**src/rtl/prco_uart_loader.sv**
```systemverilog
`default_nettype none
// +--------------------------------------------------------------------------+
// | Module      : prco_uart_loader                                           |
// | Description : UART program loader for prco_core. Receives a framed      |
// |               image (A5, LEN, N hi/lo word pairs, XOR checksum), writes  |
// |               16-bit words into instruction memory and holds the core in |
// |               reset until a frame with a valid checksum has loaded.      |
// |               Optional: PRCO_LOADER_TIMEOUT_EN adds an idle timeout that  |
// |               aborts a stalled frame after 16 byte times.                |
// | Revision    : 1.0 - initial release                                      |
// +--------------------------------------------------------------------------+
module prco_uart_loader #(
  parameter int CLK_HZ = 50000000,
  parameter int BAUD   = 115200,
  parameter int ADDR_W = 8
) (
  input  logic              clk50,
  input  logic              rst_n,
  input  logic              uart_rx,
  output logic              imem_we,
  output logic [ADDR_W-1:0] imem_addr,
  output logic [15:0]       imem_wdata,
  output logic              core_rst_n,
  output logic              busy,
  output logic              err
);

  localparam int DIV   = CLK_HZ / BAUD;
  localparam int CNT_W = (DIV > 2) ? $clog2(DIV) : 1;
  localparam logic [CNT_W-1:0] HALF_C = CNT_W'(DIV / 2 - 1);
  localparam logic [CNT_W-1:0] DIV_C  = CNT_W'(DIV - 1);

  typedef enum logic [1:0] {R_IDLE, R_START, R_DATA, R_STOP} rx_state_t;
  typedef enum logic [2:0] {S_SYNC, S_LEN, S_HI, S_LO, S_CSUM, S_DONE} state_t;

  // receiver state
  logic             rx_s1_q, rx_s2_q, rx_prev_q;
  rx_state_t        rx_state_q, rx_state_d;
  logic [CNT_W-1:0] rx_cnt_q, rx_cnt_d;
  logic [2:0]       rx_bit_q, rx_bit_d;
  logic [7:0]       rx_shift_q, rx_shift_d;
  logic             byte_valid, frame_err;

  // frame state
  state_t           state_q, state_d;
  logic [7:0]       len_q, len_d, wcnt_q, wcnt_d, hi_q, hi_d, csum_q, csum_d;
  logic             we_q, we_d, core_q, core_d, busy_q, busy_d, err_q, err_d;
  logic [ADDR_W-1:0] addr_q, addr_d;
  logic [15:0]      wdata_q, wdata_d;
  logic             timeout_hit;

  // Two-flop synchroniser plus one delayed copy for falling-edge detection
  always_ff @(posedge clk50 or negedge rst_n) begin
    if (!rst_n) begin
      rx_s1_q   <= 1'b1;
      rx_s2_q   <= 1'b1;
      rx_prev_q <= 1'b1;
    end else begin
      rx_s1_q   <= uart_rx;
      rx_s2_q   <= rx_s1_q;
      rx_prev_q <= rx_s2_q;
    end
  end

  // Receiver state register
  always_ff @(posedge clk50 or negedge rst_n) begin
    if (!rst_n) begin
      rx_state_q <= R_IDLE;
      rx_cnt_q   <= '0;
      rx_bit_q   <= '0;
      rx_shift_q <= '0;
    end else begin
      rx_state_q <= rx_state_d;
      rx_cnt_q   <= rx_cnt_d;
      rx_bit_q   <= rx_bit_d;
      rx_shift_q <= rx_shift_d;
    end
  end

  // Receiver next state: mid-start check, 8 LSB-first data samples, stop sample
  always_comb begin
    rx_state_d = rx_state_q;
    rx_cnt_d   = rx_cnt_q + CNT_W'(1);
    rx_bit_d   = rx_bit_q;
    rx_shift_d = rx_shift_q;
    byte_valid = 1'b0;
    frame_err  = 1'b0;
    case (rx_state_q)
      R_IDLE: begin
        rx_cnt_d = '0;
        if (rx_prev_q && !rx_s2_q) rx_state_d = R_START;
      end
      R_START: begin
        if (rx_cnt_q == HALF_C) begin
          rx_cnt_d   = '0;
          rx_bit_d   = '0;
          // a start bit that is high again at mid-bit was a glitch
          rx_state_d = rx_s2_q ? R_IDLE : R_DATA;
        end
      end
      R_DATA: begin
        if (rx_cnt_q == DIV_C) begin
          rx_cnt_d   = '0;
          rx_shift_d = {rx_s2_q, rx_shift_q[7:1]};
          rx_bit_d   = rx_bit_q + 3'd1;
          if (rx_bit_q == 3'd7) rx_state_d = R_STOP;
        end
      end
      R_STOP: begin
        if (rx_cnt_q == DIV_C) begin
          rx_cnt_d   = '0;
          rx_state_d = R_IDLE;
          byte_valid = rx_s2_q;
          frame_err  = !rx_s2_q;
        end
      end
      default: rx_state_d = R_IDLE;
    endcase
  end

`ifdef PRCO_LOADER_TIMEOUT_EN
  localparam logic [23:0] TO_LIMIT = 24'(16 * DIV * 10);
  logic [23:0] idle_q, idle_d;

  // Idle counter runs only inside a frame and restarts on each received byte
  always_comb begin
    idle_d = (byte_valid || !busy_q) ? 24'd0 : idle_q + 24'd1;
  end

  // Idle counter register
  always_ff @(posedge clk50 or negedge rst_n) begin
    if (!rst_n) idle_q <= '0;
    else        idle_q <= idle_d;
  end

  assign timeout_hit = busy_q && (idle_q == TO_LIMIT);
`else
  assign timeout_hit = 1'b0;
`endif

  // Frame state and output registers
  always_ff @(posedge clk50 or negedge rst_n) begin
    if (!rst_n) begin
      state_q <= S_SYNC;
      len_q   <= '0;
      wcnt_q  <= '0;
      hi_q    <= '0;
      csum_q  <= '0;
      we_q    <= 1'b0;
      addr_q  <= '0;
      wdata_q <= '0;
      core_q  <= 1'b0;
      busy_q  <= 1'b0;
      err_q   <= 1'b0;
    end else begin
      state_q <= state_d;
      len_q   <= len_d;
      wcnt_q  <= wcnt_d;
      hi_q    <= hi_d;
      csum_q  <= csum_d;
      we_q    <= we_d;
      addr_q  <= addr_d;
      wdata_q <= wdata_d;
      core_q  <= core_d;
      busy_q  <= busy_d;
      err_q   <= err_d;
    end
  end

  // Frame parser: all outputs are registered, so each takes effect the cycle after byte_valid
  always_comb begin
    state_d = state_q;
    len_d   = len_q;
    wcnt_d  = wcnt_q;
    hi_d    = hi_q;
    csum_d  = csum_q;
    we_d    = 1'b0;
    // address advances the cycle after each write strobe, wrapping naturally
    addr_d  = we_q ? addr_q + ADDR_W'(1) : addr_q;
    wdata_d = wdata_q;
    core_d  = core_q;
    busy_d  = busy_q;
    err_d   = err_q;
    if (frame_err) begin
      err_d   = 1'b1;
      busy_d  = 1'b0;
      state_d = S_SYNC;
    end else if (timeout_hit) begin
      err_d   = 1'b1;
      busy_d  = 1'b0;
      core_d  = 1'b0;
      state_d = S_SYNC;
    end else if (byte_valid) begin
      case (state_q)
        S_SYNC, S_DONE: begin
          if (rx_shift_q == 8'hA5) begin
            state_d = S_LEN;
            err_d   = 1'b0;
            busy_d  = 1'b1;
            core_d  = 1'b0;
            addr_d  = '0;
            csum_d  = '0;
          end
        end
        S_LEN: begin
          len_d   = rx_shift_q;
          wcnt_d  = '0;
          state_d = (rx_shift_q == 8'd0) ? S_CSUM : S_HI;
        end
        S_HI: begin
          hi_d    = rx_shift_q;
          csum_d  = csum_q ^ rx_shift_q;
          state_d = S_LO;
        end
        S_LO: begin
          wdata_d = {hi_q, rx_shift_q};
          we_d    = 1'b1;
          csum_d  = csum_q ^ rx_shift_q;
          wcnt_d  = wcnt_q + 8'd1;
          state_d = (wcnt_q == len_q - 8'd1) ? S_CSUM : S_HI;
        end
        S_CSUM: begin
          busy_d = 1'b0;
          if (rx_shift_q == csum_q) begin
            state_d = S_DONE;
            core_d  = 1'b1;
          end else begin
            err_d   = 1'b1;
            state_d = S_SYNC;
          end
        end
        default: state_d = S_SYNC;
      endcase
    end
  end

  assign imem_we    = we_q;
  assign imem_addr  = addr_q;
  assign imem_wdata = wdata_q;
  assign core_rst_n = core_q;
  assign busy       = busy_q;
  assign err        = err_q;

endmodule
`default_nettype wire

```
**config.mk**
```make
export PLATFORM = sky130hd
export DESIGN_NAME = prco_uart_loader
export DESIGN_NICKNAME = d
export VERILOG_FILES = /design/src/rtl/prco_uart_loader.sv
export SDC_FILE = /design/constraint.sdc
export NUM_CORES = 1
export LEC_CHECK = 0
export ABC_AREA = 1
export CORE_MARGIN = 5
export CORE_UTILIZATION = 45
export DETAILED_ROUTE_END_ITERATION = 8
export HOLD_SLACK_MARGIN = 0.15
export PLACE_DENSITY = 0.74
export SETUP_SLACK_MARGIN = 0.02
export SYNTH_ARGS = -nofsm -noshare
export SYNTH_HDL_FRONTEND = slang
export SYNTH_SLANG_ARGS = --single-unit
```
**constraint.sdc**
```tcl
create_clock -name clk50 -period 1.8 [get_ports clk50]
set_input_delay 0.18 -clock clk50 [delete_from_list [all_inputs] [get_ports clk50]]
set_output_delay 0.18 -clock clk50 [all_outputs]
set_load 0.01 [all_outputs]
```
Word-level counts from Yosys, hierarchy flattened
Cells that the tools add are included.

Input port bits: 3. Output and inout port bits: 28. Logic and storage cells: 120. Register bits: 88.

$add $sub $neg: 5. Reductions and logical operators: 26. Bitwise operators: 2. Eq/ne operators: 23. Multiplexer cells: 46.

Operators with widths (count): $mux 8 (6); $pmux 8 s2 (2); $pmux 9 s3 (1); $mux 3 (8); $mux 9 (2); $reduce_and 3->1 (6); $add 8x1->8 const B (2); $eq 8x8->1 (2); $mux 1 (15); $pmux 3 s5 (1); $ne 2x2->1 const B (7); $mux 2 (6); $reduce_and 5->1 (2); $reduce_bool 2->1 (5); $add 9x1->9 const B (1); $eq 3x3->1 const B (3); $eq 9x8->1 const B (1); $eq 9x9->1 const B (1); $eq 8x8->1 const B (1); $logic_not 8->1 (1); $pmux 2 s4 (1); $reduce_and 4->1 (2); $sub 8x1->8 const B (1); $xor 8x8->8 (1); 16 further kinds (24).

Longest topological paths before layout
Word-level depth: 6. Depth in mapped cells: 14. Gate-level depth less buffers: 14.

Worst setup path after synthesis
No wires, ideal clock.

Kind: register to register. From: reg rx_cnt_q[1]. To: reg wdata_q[5], in the netlist imem_wdata[5]. Arrival: 1.607 ns. Period minus slack after synthesis: 1.727 ns. Cell stages (with the launch flop): 13. Buffers on the path: 1. Slack: 0.073 ns. Required time: 1.681 ns. Setup time: 0.119 ns. Cell sequence: dfrtp_1 -> inv_1 -> ha_1 -> nand2_1 -> nor3_1 -> nand2_2 -> nor3_4 -> inv_1 -> nor2_2 -> inv_2 -> buf_6 -> nand2_1 -> o21ai_2.

Word-level cells in the longest chain between the ends: 5. Elaborated cells between the ends (all ways): 7. Those cells by class: eq/ne: 1; mux: 4; bitwise: 1; reduce/logical: 1.

Ends and longest elaborated chain: start: declaration (RTL line 39) `logic [CNT_W-1:0] rx_cnt_q, rx_cnt_d;`; start signal: assignment (RTL line 74) `rx_cnt_q <= rx_cnt_d;`; $eq 9x9->1 * (RTL line 110) `if (rx_cnt_q == DIV_C) begin`; $mux 1 (RTL line 110); $mux 1 (RTL line 88) `case (rx_state_q)`; $not 1->1 (no source line); $reduce_and 3->1 (no source line) *; end signal: assignment (RTL line 163) `wdata_q <= wdata_d;`; end: declaration (RTL line 49) `logic [15:0] wdata_q, wdata_d;`.

Every way passes the cells marked *; elsewhere a longest branch is shown, timed or not. A chain may end at the register's enable or synchronous reset.

Worst setup path in the final report
From: reg rx_cnt_q[1]. To: reg wcnt_q[1].

Word-level cells in the longest chain between the ends: 5. Elaborated cells between the ends (all ways): 7. Those cells by class: eq/ne: 1; mux: 4; bitwise: 1; reduce/logical: 1.

Ends and longest elaborated chain: $eq 9x9->1 * (RTL line 110); $mux 1 (RTL line 110); $mux 1 (RTL line 88); $not 1->1 (no source line); $reduce_and 3->1 (no source line) *; end signal: assignment (RTL line 158) `wcnt_q <= wcnt_d;`; end: declaration (RTL line 46) `logic [7:0] len_q, len_d, wcnt_q, wcnt_d, hi_q, hi_d, csum_q, csum_d;`.

Marks and branches as above.

==> impl.org <==
** Run status
- Run status :: complete, but fails checks
- Violations in the final reports :: negative setup slack

** Critical path
- CP Data Required Time :: roughly 2.1 ns
- Crit Path Max Fanout :: 5
- At the worst endpoint, the arrival time is between 2 and 2.5 ns.
- In this run the register-to-register setup slack is -0.01 ns.
- Critical setup path kind :: reg2reg
- STA classifies the critical path startpoint as a flip-flop.
- STA classifies the critical path endpoint as a flip-flop.
- Startpoint of the most critical register-to-register path :: rx_cnt_q[1]$_DFF_PN0_
- Timing startpoint of the critical path :: rx_cnt_q[1]$_DFF_PN0_

** Detailed routing
- Per-cell routed wire length :: 13.2 um
- The detailed router finished its first iteration with 150 violations.
- The final layout contains routed wiring with a total length of ~9800 um.
- The first detailed-routing pass took 4 iterations.
- DRC :: 0
- Via-per-instance ratio :: 5.05
- Once detail routing completed, the nets flagged for antenna violations numbered 0.
- Via count :: 3,740

** Final layout
- Nets@finish :: 614
- The finished cells cover 5500 um^2.
- Area growth from synthesis to layout :: 25.0%
- Most frequent cells in the layout :: 152 x sky130_fd_sc_hd__nand2_1, 84 x sky130_fd_sc_hd__dfrtp_1, 52 x sky130_fd_sc_hd__inv_1, 50 x sky130_fd_sc_hd__nor2_1, 34 x sky130_fd_sc_hd__o21ai_0
- Fraction of final layout cells sized beyond drive strength 1 :: 0.169
- Leading cell type in the layout, fill and taps excluded :: sky130_fd_sc_hd__nand2_1
- After the flow finishes, the layout carries non-filler instances totaling 741.
- 0 antenna diodes ended up in the layout.

** Global routing
- After global routing the overflow that remains totals 0.
- First-pass GRT wire length :: 17,000 um
- The number of global-route vias before repair was 3,785.
- The number of antenna violations at the first check in global routing came to 0.
- Total global routing track utilization :: 0.179
- Largest net degree at the start of global routing :: a little over 60

** Floorplanning
- The die covers 11,900 um^2.
- The die is 109 um tall.
- 31 I/O pins were placed.
- The die is about 110 um wide.
- The core region is 9640 um^2.
- For this configuration, the core starts out at a cell density of 0.457.
- Site row count :: 36

** Yosys
- Sequential fraction of the synthesis area :: 0.501
- Post-synth top flop :: sky130_fd_sc_hd__dfrtp_1
- Syn nets :: 552
- Cell area after synthesis :: about 4400 um^2
- Synthesized flop and latch total :: 88
- The average instance in the mapped netlist occupies 8.14 um^2.
- The netlist uses 36 different library cells.
- Async S/R FF share, synth :: 1.00
- Synthesis Warnings :: 0
- Number of flops mapped to enable cells by yosys :: 0
- In the synthesized netlist, the number of instances is 541.

** STA
- In this run the tightest slew margin relative to its limit is 0.657.
- Time the worst path needs with I/O delays and setup :: roughly 1.8 ns
- The clock arrives with 0.0126 ns of skew.
- The final-report max-slew violation count is 0.
- The final-report hold violation count came to 0.
- Worst-Margin Slew :: between 0.5 and 0.6 ns
- Portion of the clock cycle consumed by the worst path in the final layout :: 1.01
- Setup slack on the critical path of the routed design comes to -0.0122 ns.
- Total of endpoints with negative setup slack in the final report :: 3
- Based on the critical path, the design can be clocked at up to 552 MHz.
- Setup repair after global routing could not meet its margin everywhere.

** Pwr
- Worst IR drop on VDD :: between 0.0006 and 0.0007 V
- The analysis attributes to cell leakage a power of ~2.6 nW.
- Dividing total power by cell area gives a power density of 770 nW/um^2.

** Placement
- Weighted congestion reported at the end of routability-driven placement :: 0.876
- DP Area :: ~5000 um^2
- Detailed placement finished with a half-perimeter wire length of 6950 um.
- Including well taps, the total number of placed cells is 717.
- In this run the tool buffered the top-level ports with 30 buffer cells.
- DP Worst Slack :: -0.0925 ns

** Clocking
- The clock passes through at most 2 buffers.
- For the worst-skew pair, the clock arrives at the later sink with an insertion delay of between 0.3 and 0.4 ns.
- TritonCTS clock tree :: done
- After clock tree synthesis, the clock-pin slew on the worst setup and hold paths is 0.10 ns.
- Number of clock buffers inserted by TritonCTS :: 9
- Clock tree synthesis selected as its root buffer the cell sky130_fd_sc_hd__clkbuf_8.
- Level count of the clock H-tree :: 3
- The clock drives 88 sinks.

** Min path
- The startpoint identified for the worst hold timing path is uart_rx.
- In this run the worst hold path is classified as in2reg.

** Job
- Number of maximum-capacitance violations :: 0
Yosys cell counts, types with 5 or more instances:
cell type / instances / area share
sky130_fd_sc_hd__a21oi_1: 13 / 0.015
sky130_fd_sc_hd__xor2_1: 10 / 0.020
sky130_fd_sc_hd__o21ai_2: 8 / 0.016
sky130_fd_sc_hd__xnor2_1: 11 / 0.022
sky130_fd_sc_hd__nand2_1: 161 / 0.14
sky130_fd_sc_hd__inv_1: 55 / 0.047
sky130_fd_sc_hd__ha_1: 8 / 0.023
sky130_fd_sc_hd__nand3_1: 26 / 0.030
sky130_fd_sc_hd__nor3_1: 12 / 0.014
sky130_fd_sc_hd__dfrtp_1: 85 / 0.48
sky130_fd_sc_hd__nor2_1: 54 / 0.046
sky130_fd_sc_hd__o21ai_0: 50 / 0.057
sky130_fd_sc_hd__or2_2: 5 / 0.0071
routing by layer:
layer  GRT usage  part of all wire
met5           0                 0
met4      0.0577             0.017
met3      0.0343             0.034
met2       0.312              0.51
met1       0.224              0.44
critical path: stages (launching register included):
cell,delay (ns)
sky130_fd_sc_hd__dfrtp_1,0.40
sky130_fd_sc_hd__inv_2,0.09
sky130_fd_sc_hd__ha_4,0.14
sky130_fd_sc_hd__nand2_4,0.05
sky130_fd_sc_hd__nor3_4,0.13
sky130_fd_sc_hd__nand2_2,0.11
sky130_fd_sc_hd__nor3_4,0.15
sky130_fd_sc_hd__buf_6,0.17
sky130_fd_sc_hd__o21ai_0,0.19
sky130_fd_sc_hd__a22o_1,0.25
final cells by class:
type | count | area (um^2)
sequential | 88 | 2210
fill | 877 | 4140
timing repair inverter | 1 | 5.00
clock inverter | 7 | 101
tap | 133 | 166
multi-input combinational | 384 | 2050
timing repair buffer | 59 | 606
clock buffer | 9 | 124
inverter | 60 | 240
power by group:
part / switching [mW] / total (mW) / leakage (nW) / internal (mW)
Combinational: 0.351 / 0.561 / 1.25 / 0.210
Clock: 0.774 / 1.57 / 0.112 / 0.799
Sequential: 0.0664 / 2.10 / 1.21 / 2.04
Total: 1.19 / 4.24 / 2.57 / 3.05
logic make-up after synthesis:
family | after synthesis | share of synthesized area
DFF | 88 | 0.501
adders and majority gates | 8 | 0.0227
and+or+nand+nor | 276 | 0.265
xor gates and xnor gates | 21 | 0.0418
AOI/OAI and AO/OA | 79 | 0.101
buffers and inverters | 69 | 0.0676
stage by stage:
| step | total power [mW] | TNS (ns) | hold slack, ns | utilization |
|---|---|---|---|---|
| 3_5_place_dp | 2.60 | -0.739 | 0.125 | 0.518 |
| 3_3_place_gp | 2.57 | -0.340 | 0.125 | 0.518 |
| 4_1_cts | 4.16 | 0 | 0.210 | 0.546 |
| 5_1_grt | 4.41 | -1.80 | 0.210 | 0.571 |
| 6_report | 4.24 | -0.0214 | 0.221 | 0.571 |
| 2_1_floorplan | 2.40 | 0 | -0.116 | - |
timing repair:
action                     CTS  global route
hold endpoints to repair    85             0
setup endpoints to repair   53            74
pin swaps                    0             1
hold buffers                 1             0
cloned                       0             2
setup buffers                0             5
gates resized for setup     12            53
flip-flops by register name, summed over array words and instances (netlist names), 3 cells and up, named ones only:
name / flops
wcnt_q: 8
len_q: 8
rx_bit_q: 3
rx_cnt_q: 9
imem_wdata: 16
csum_q: 8
imem_addr: 8
state_q: 3
hi_q: 8
rx_shift_q: 8
final timing paths:
kind	to	cells past startpoint
worst max-delay path	wcnt_q[1]$_DFFE_PN0P_	9
worst min-delay path	rx_s1_q$_DFF_PN1_	1
worst max register to register	wcnt_q[1]$_DFFE_PN0P_	9
worst min register to register	rx_s2_q$_DFF_PN1_	0
max in group asynchronous	rx_s1_q$_DFF_PN1_	3
min in group asynchronous	imem_addr[1]$_DFF_PN0_	2
Note: power is estimated with default switching activity, not from simulation.
